<file path="src/rtl/pid_pkg.sv">
// pid_pkg: shared widths, requester indices and id-width helper for the PID datapath.
package pid_pkg;
  localparam int PID_W = 16;
  localparam int N_TERMS = 3;
  localparam int TERM_P = 0;
  localparam int TERM_I = 1;
  localparam int TERM_D = 2;
  function automatic int idw(input int n);
    return (n > 1) ? $clog2(n) : 1;
  endfunction
endpackage

</file>
<file path="src/rtl/mult_share_arbiter_if.sv">
// mult_share_arbiter_if: requester operand bus and result bus of the shared multiplier.
interface mult_share_arbiter_if
  import pid_pkg::*;
#(
  parameter int N_REQ = N_TERMS,
  parameter int W = PID_W,
  parameter int IDW = idw(N_REQ)
);
  logic [N_REQ-1:0] req_valid;
  logic [N_REQ-1:0] req_ready;
  logic [N_REQ*W-1:0] req_a;
  logic [N_REQ*W-1:0] req_b;
  logic rsp_valid;
  logic rsp_ready;
  logic [W-1:0] rsp_data;
  logic [IDW-1:0] rsp_id;
  modport master (
    output req_valid, req_a, req_b, rsp_ready,
    input  req_ready, rsp_valid, rsp_data, rsp_id
  );
  modport slave (
    input  req_valid, req_a, req_b, rsp_ready,
    output req_ready, rsp_valid, rsp_data, rsp_id
  );
endinterface

</file>
<file path="src/rtl/multiplier.sv">
// multiplier: 16x16 unsigned array multiplier keeping the low 16 product bits.
module multiplier (
  input  logic [15:0] a,
  input  logic [15:0] b,
  output logic [15:0] p
);
  assign p = a * b;
endmodule

</file>
<file path="src/rtl/rr_arbiter.sv">
// rr_arbiter: round-robin pick of the first request after last, gated by en.
module rr_arbiter
  import pid_pkg::*;
#(
  parameter int N = N_TERMS,
  parameter int IDW = idw(N)
) (
  input  logic [N-1:0]   req,
  input  logic           en,
  input  logic [IDW-1:0] last,
  output logic [N-1:0]   grant,
  output logic [IDW-1:0] idx
);
  logic found;
  always_comb begin
    grant = '0;
    idx = '0;
    found = 1'b0;
    for (int k = 1; k <= N; k++) begin
      int j;
      j = (int'(last) + k) % N;
      if (en && !found && req[j]) begin
        found = 1'b1;
        grant[j] = 1'b1;
        idx = IDW'(j);
      end
    end
  end
endmodule

</file>
<file path="src/rtl/mult_share_arbiter.sv">
// mult_share_arbiter: round-robin time-sharing of one multiplier through a two-stage
// pipeline (operand regs -> multiplier -> result regs) with result back-pressure.
module mult_share_arbiter
  import pid_pkg::*;
#(
  parameter int N_REQ = N_TERMS,
  parameter int W = PID_W,
  parameter int IDW = idw(N_REQ)
) (
  input  logic clk,
  input  logic rst,
  mult_share_arbiter_if.slave bus,
  output logic idle
);
  logic s1_valid, s2_valid, s2_load, s1_free, xfer;
  logic [W-1:0] op_a, op_b, res, prod;
  logic [IDW-1:0] s1_id, s2_id, last_grant, gidx;
  logic [N_REQ-1:0] grant;
  assign s2_load = s1_valid && (!s2_valid || bus.rsp_ready);
  assign s1_free = !s1_valid || s2_load;
  assign xfer = |grant;
  // rst gates grants so req_ready stays low while reset is held
  rr_arbiter #(.N(N_REQ), .IDW(IDW)) u_arb (
    .req(bus.req_valid), .en(s1_free && !rst), .last(last_grant),
    .grant(grant), .idx(gidx)
  );
  multiplier u_mul (.a(op_a), .b(op_b), .p(prod));
  assign bus.req_ready = grant;
  assign bus.rsp_valid = s2_valid;
  assign bus.rsp_data = res;
  assign bus.rsp_id = s2_id;
  assign idle = !s1_valid && !s2_valid;
  always_ff @(posedge clk or posedge rst) begin
    if (rst) begin
      s1_valid <= 1'b0;
      op_a <= '0;
      op_b <= '0;
      s1_id <= '0;
      last_grant <= IDW'(N_REQ - 1);
    end else if (xfer) begin
      s1_valid <= 1'b1;
      op_a <= bus.req_a[gidx*W +: W];
      op_b <= bus.req_b[gidx*W +: W];
      s1_id <= gidx;
      last_grant <= gidx;
    end else if (s2_load) begin
      s1_valid <= 1'b0;
    end
  end
  always_ff @(posedge clk or posedge rst) begin
    if (rst) begin
      s2_valid <= 1'b0;
      res <= '0;
      s2_id <= '0;
    end else if (s2_load) begin
      s2_valid <= 1'b1;
      res <= prod;
      s2_id <= s1_id;
    end else if (bus.rsp_ready) begin
      s2_valid <= 1'b0;
    end
  end
endmodule

</file>
<file path="src/flat_wrapper.sv">
// flat-port wrapper written by rule: the top's interface ports become plain ports
module mult_share_arbiter_flat import pid_pkg::*;
#(
  parameter int N_REQ = N_TERMS,
  parameter int W = PID_W,
  parameter int IDW = idw(N_REQ)
)
  (clk, rst, idle, bus_req_valid, bus_req_a, bus_req_b, bus_rsp_ready, bus_req_ready, bus_rsp_valid, bus_rsp_data, bus_rsp_id);
  mult_share_arbiter_if #(.N_REQ(N_REQ), .W(W), .IDW(IDW)) bus_i ();
  input  logic clk;
  input  logic rst;
  output logic idle;
  input wire logic [$bits(bus_i.req_valid)-1:0] bus_req_valid;
  input wire logic [$bits(bus_i.req_a)-1:0] bus_req_a;
  input wire logic [$bits(bus_i.req_b)-1:0] bus_req_b;
  input wire logic [$bits(bus_i.rsp_ready)-1:0] bus_rsp_ready;
  output wire logic [$bits(bus_i.req_ready)-1:0] bus_req_ready;
  output wire logic [$bits(bus_i.rsp_valid)-1:0] bus_rsp_valid;
  output wire logic [$bits(bus_i.rsp_data)-1:0] bus_rsp_data;
  output wire logic [$bits(bus_i.rsp_id)-1:0] bus_rsp_id;
  assign bus_i.req_valid = bus_req_valid;
  assign bus_i.req_a = bus_req_a;
  assign bus_i.req_b = bus_req_b;
  assign bus_i.rsp_ready = bus_rsp_ready;
  assign bus_req_ready = bus_i.req_ready;
  assign bus_rsp_valid = bus_i.rsp_valid;
  assign bus_rsp_data = bus_i.rsp_data;
  assign bus_rsp_id = bus_i.rsp_id;
  mult_share_arbiter #(.N_REQ(N_REQ), .W(W), .IDW(IDW)) u_core (.clk(clk), .rst(rst), .bus(bus_i), .idle(idle));
endmodule
</file>
<file path="config.mk">
export PLATFORM = sky130hd
export DESIGN_NAME = mult_share_arbiter_flat
export DESIGN_NICKNAME = d
export VERILOG_FILES = /design/src/rtl/pid_pkg.sv /design/src/rtl/mult_share_arbiter_if.sv /design/src/rtl/multiplier.sv /design/src/rtl/rr_arbiter.sv /design/src/rtl/mult_share_arbiter.sv /design/src/flat_wrapper.sv
export SDC_FILE = /design/constraint.sdc
export NUM_CORES = 1
export LEC_CHECK = 0
export ABC_AREA = 1
export BUFFER_PORTS_ARGS = -buffer_cell sky130_fd_sc_hd__buf_4
export CAP_MARGIN = 20
export CORE_MARGIN = 1
export CORE_UTILIZATION = 50
export DETAILED_ROUTE_END_ITERATION = 10
export GPL_TIMING_DRIVEN = 0
export HOLD_SLACK_MARGIN = 0.05
export PLACE_DENSITY = 0.72
export RECOVER_POWER = 25
export SKIP_CTS_REPAIR_TIMING = 1
export SYNTH_ARGS = -nofsm -noshare
export SYNTH_HDL_FRONTEND = slang
export SYNTH_SLANG_ARGS = --single-unit
</file>
<file path="constraint.sdc">
create_clock -name clk -period 11.2 [get_ports clk]
set_input_delay 0 -clock clk [delete_from_list [all_inputs] [get_ports clk]]
set_output_delay 0 -clock clk [all_outputs]
set_load 0.03 [all_outputs]
</file>
After elaboration in Yosys (flattened, before gate mapping). Index checks and enable logic that the tools add are counted.

Bits in registers: 56. Input port bits: 102. Output and inout port bits: 23. Word-level logic and storage cells: 73.

Add/sub/neg operators: 3. Multiply operators: 1. Div/mod/pow operators: 3. Order comparisons: 6. Shifts and indexed selects: 2. Mux-type cells: 27. Bitwise gates (word level): 2. Reduce and logical (&&, ||, !) cells: 21.

Operators by type and width (number): 32-bit by 1-bit greater-or-equal comparator with 1-bit output (second input constant) (3); 32-bit by 4-bit less-than comparator with 1-bit output (second input constant) (3); 32-bit by 3-bit modulo with 32-bit output (second input constant) (3); 48-bit by 7-bit indexed part select with 16-bit output (2); 16-bit by 16-bit multiplier with 16-bit output (1); 1-bit two-way mux (15); 1-bit logical AND (11); 3-bit two-way mux (3); 2-bit by 2-bit adder with 3-bit output (second input constant) (2); 1-bit binary-select mux with 2-bit select (3); 1-bit demux with 2-bit select (3); 2-bit two-way mux (3); 3-bit OR (2); 1-bit zero test (5); 2-bit nonzero test (2); 2-bit by 1-bit adder with 3-bit output (second input constant) (1); 3-bit OR reduction (1); 1-bit logical OR (2).

Depth between registers and ports, before layout.
Word-level depth: 17. Mapped depth: 30. Depth with buffers taken out: 28.

Cells and area by module. From an unflattened synthesis, not the netlist that was laid out.

Cell total of the unflattened synthesis: 1155. Area, all modules: 7596.0 µm².

Modules (own cells, without submodules): multiplier (instances 1, cells each 630, area each 4275.4 µm², seq. area each 0.0 µm²); mult_share_arbiter (instances 1, cells each 473, area each 3029.2 µm², seq. area each 1377.6 µm²); rr_arbiter (instances 1, cells each 52, area each 291.5 µm², seq. area each 0.0 µm²).

Worst setup path after synthesis. Ideal clock, no wire load.

Path kind: register to register. Start point: reg u_core.op_b[2]. End point: reg u_core.res[14], in the netlist u_core.bus.rsp_data[14]. Library setup time: 118 ps. Data arrival time: 5131 ps. Required time: 11082 ps. Slack: 5951 ps. Stages on the path, launching flop included: 23. Buffers on the path: 2. Clock period less this slack: 5249 ps. Path through: dfrtp_1 -> clkbuf_1 -> clkbuf_1 -> nand2_1 -> fa_1 -> fa_1 -> fa_1 -> fa_1 -> inv_1 -> fa_1 -> inv_1 -> fa_1 -> inv_1 -> ha_1 -> a21oi_1 -> o21a_1 -> nand3_1 -> nand2_1 -> inv_1 -> o21ai_0 -> nand3_1 -> nand3_1 -> nand2_1.

Longest elaborated chain between the ends: 1.

Ends and longest elaborated chain: start, declared (RTL line mult_share_arbiter.sv:16) `logic [W-1:0] op_a, op_b, res, prod;`; start signal, assigned (RTL line mult_share_arbiter.sv:43) `op_b <= bus.req_b[gidx*W +: W];`; 16-bit by 16-bit multiplier with 16-bit output (RTL line multiplier.sv:7) `assign p = a * b;`; end signal, assigned (RTL line mult_share_arbiter.sv:57) `res <= prod;`; end, declared (RTL line mult_share_arbiter.sv:16).

Every way passes these cells. A chain may end at the register's enable or synchronous reset.

Worst setup path in the final report. Same ends and word-level chain as after synthesis.

==> impl_metrics.ini <==
[sta]
finClkSkew_ps = 12.7
tightestPinTransition_ps = 2260
final-setup-viol-count = 0
rsz0062_at_grt = no
fin_crit_sh_pct = 53.2
fin_crit_ps = 5960
fin_tns_setup_ps = 0
slew_headroom_pct = -50.9
max_freq_mhz = 168
hold_violations = 0
drv_slew = 44

[route]
num_vias = 7188
drc = 0
first_pass_iters = 5
wl_per_cell_um = 12.7
first_iter_violations = 345
final_antenna_net_count = 0
post_drt_via_cell_ratio = 4.79
routed_wirelength_mm = 19.0

[die]
pin_count = 125
die_w_um = 127
die-area_sq_um = 16200
core_area_sq_um = 15300
core.rowCount = 45
die_h_um = 127
start_util_pct = 51.5

[logic_synthesis]
synth_cells = 1155
synthArstFlopShare_pct = 100
ys_top_cells_by_area = fa_1 (20%), dfrtp_1 (17%), nand2_1 (15%), inv_1 (14%), ha_1 (8.4%)
synth_edf_count = 0
syn_nets = 1390
synth_common_cells = nand2_1 (307), inv_1 (296), nor2_1 (100)
synth_top_area_cell = fa_1
ys_ff_latch = 55
synth_cell_type_count = 38
avgSynthCellArea_sq_um = 6.80
ys_seq_area_share_pct = 17.5
yosysWarnings = 0
synthesis.area_sq_um = 7850
synth_ff_type = dfrtp_1
synthMostInstantiatedCell = nand2_1
netlist.area_leader.share_pct = 20.4

[setup_path]
end_kind = flip-flop
critical_path_required_ps = 11400
arrival_ps = 6170
setup.worst_path.class = flip-flop to flip-flop
critPathLaunchType = flip-flop
reg2reg_to = u_core.bus.rsp_data[14]
r2r_cells = 22
cp_max_fo = 10
rrSetupSlack_ps = 5240
r2r_start = u_core.op_b[2]

[clock_tree]
clkTransAtPathRegs_ps = 80
insertion_delay_ps = 320
cts_tree = done
cts_max_path_buffers = 2
cts_root_buf = clkbuf_16
h-tree-depth = 2
numCtsBuffers = 5
cts.sinks = 55

[global_route]
globalRouteMet1Util_pct = 34.3
grt_use_met2_pct = 41.9
grt_first_pass_wirelength_mm = 32.4
overflow = 0
met3_usage_pct = 3.64
antenna_found_initial = 0
grtUsageTotal_pct = 25.3
busiest_layer = met2
grt_pass1_vias = 6952
grt_max_degree = 44

[cells_and_area]
final-seq-area_sq_um = 1380
fin_nets = 1524
multi_input_area_sq_um = 5070
diodes = 0
drive_gt1_share_pct = 15.7
area_growth_pct = 17.5
nFillCells = 1501

[worst_hold_path]
hold_path_startpoint = bus_req_a[32]
hold_end = u_core.op_a[0]
hold_class = input port to flip-flop
hold-path-cell-count = 5

[run_status]
violations = capacitance limit, slew limit
status = complete, but fails checks

[placed_design]
dpl.hpwl_mm = 15.6
portBuffers = 124
gp_congestion = 0.874

[flow_run]
cap_violations = 1
## metal layers
metal  vias to the layer above  routed length (um)
met5                         -                   0
met4                         0                 330
met3                        21                1150
met2                       210                9050
met1                      3337                8510
li1                       3620                   -
## sequential cells by signal (all words and copies together) (netlist names)
signal,count
u_core.bus.rsp_valid,1
u_core.bus.rsp_id,2
u_core.s1_id,1
u_core.last_grant,2
u_core.op_a,16
u_core.op_b,16
u_core.bus.rsp_data,16
u_core.s1_valid,1
## worst max path at each step
stage / startpoint / to / slack [ps] / cells past startpoint
global route: u_core.op_b[2] / u_core.bus.rsp_data[14] / 4850 / 22
floorplan: u_core.op_b[2] / u_core.bus.rsp_data[14] / 5950 / 22
CTS: u_core.op_b[2] / u_core.bus.rsp_data[14] / 5240 / 22
finish: u_core.op_b[2] / u_core.bus.rsp_data[14] / 5240 / 22
global placement: u_core.op_b[2] / u_core.bus.rsp_data[14] / 5290 / 22
detailed placement: u_core.op_b[2] / u_core.bus.rsp_data[14] / 5250 / 22
## worst max-delay path: stages (launching register included)
cell      delay, ps
dfrtp_1         330
clkbuf_1        350
clkbuf_1        500
nand2_1         160
fa_1            550
fa_1            440
fa_1            490
fa_1            490
inv_1            60
fa_1            530
inv_1            60
fa_1            540
inv_1            50
ha_1            340
a21oi_1         170
o21a_1          130
nand3_1         100
nand2_1          70
inv_1            50
o21ai_0         190
nand3_1          90
nand3_1          90
nand2_1          50
## layout by cell type, fill, tap and decap left out, drive strengths merged, types with 22 or more instances in the layout
cell | netlist | final
inv | 304 | 304
nor2 | 112 | 112
nand3b | 36 | 36
buf | 21 | 144
clkbuf | 32 | 40
dfrtp | 54 | 54
fa | 80 | 80
nand2 | 315 | 315
o21ai | 22 | 22
ha | 53 | 53
nand3 | 61 | 61
a21oi | 43 | 43
## layout make-up
cell class	instances	share of cell area, %
inverter	304	12.4
multi-input combinational	743	54.9
clock inverter	2	0.176
timing repair buffer	127	10.3
sequential	55	14.9
tap	211	2.86
buffer	53	2.86
clock buffer	6	1.51
## per-stage QoR
stage	worst slack (ps)	utilization (%)	hold slack, ps	cell area (sq um)	std cells
2_1_floorplan	5950	-	193	7850	1155
3_3_place_gp	5290	59.3	318	9050	1490
3_5_place_dp	5250	59.4	-20.0	9070	1491
4_1_cts	5240	60.4	-360	9220	1499
5_1_grt	4850	60.5	53.7	9230	1501
6_report	5240	60.5	20.3	9230	1501
## kinds of logic after synthesis
family	after synthesis	synth area share, %
flops	55	17.5
fa+ha+maj	133	28.8
buf+inv	357	17.9
compound gates	74	5.91
simple gates	528	28.9
xor+xnor	8	0.892
Power is not shown: default switching activity piles up to over one toggle a cycle in this logic, so the estimate is an artifact.
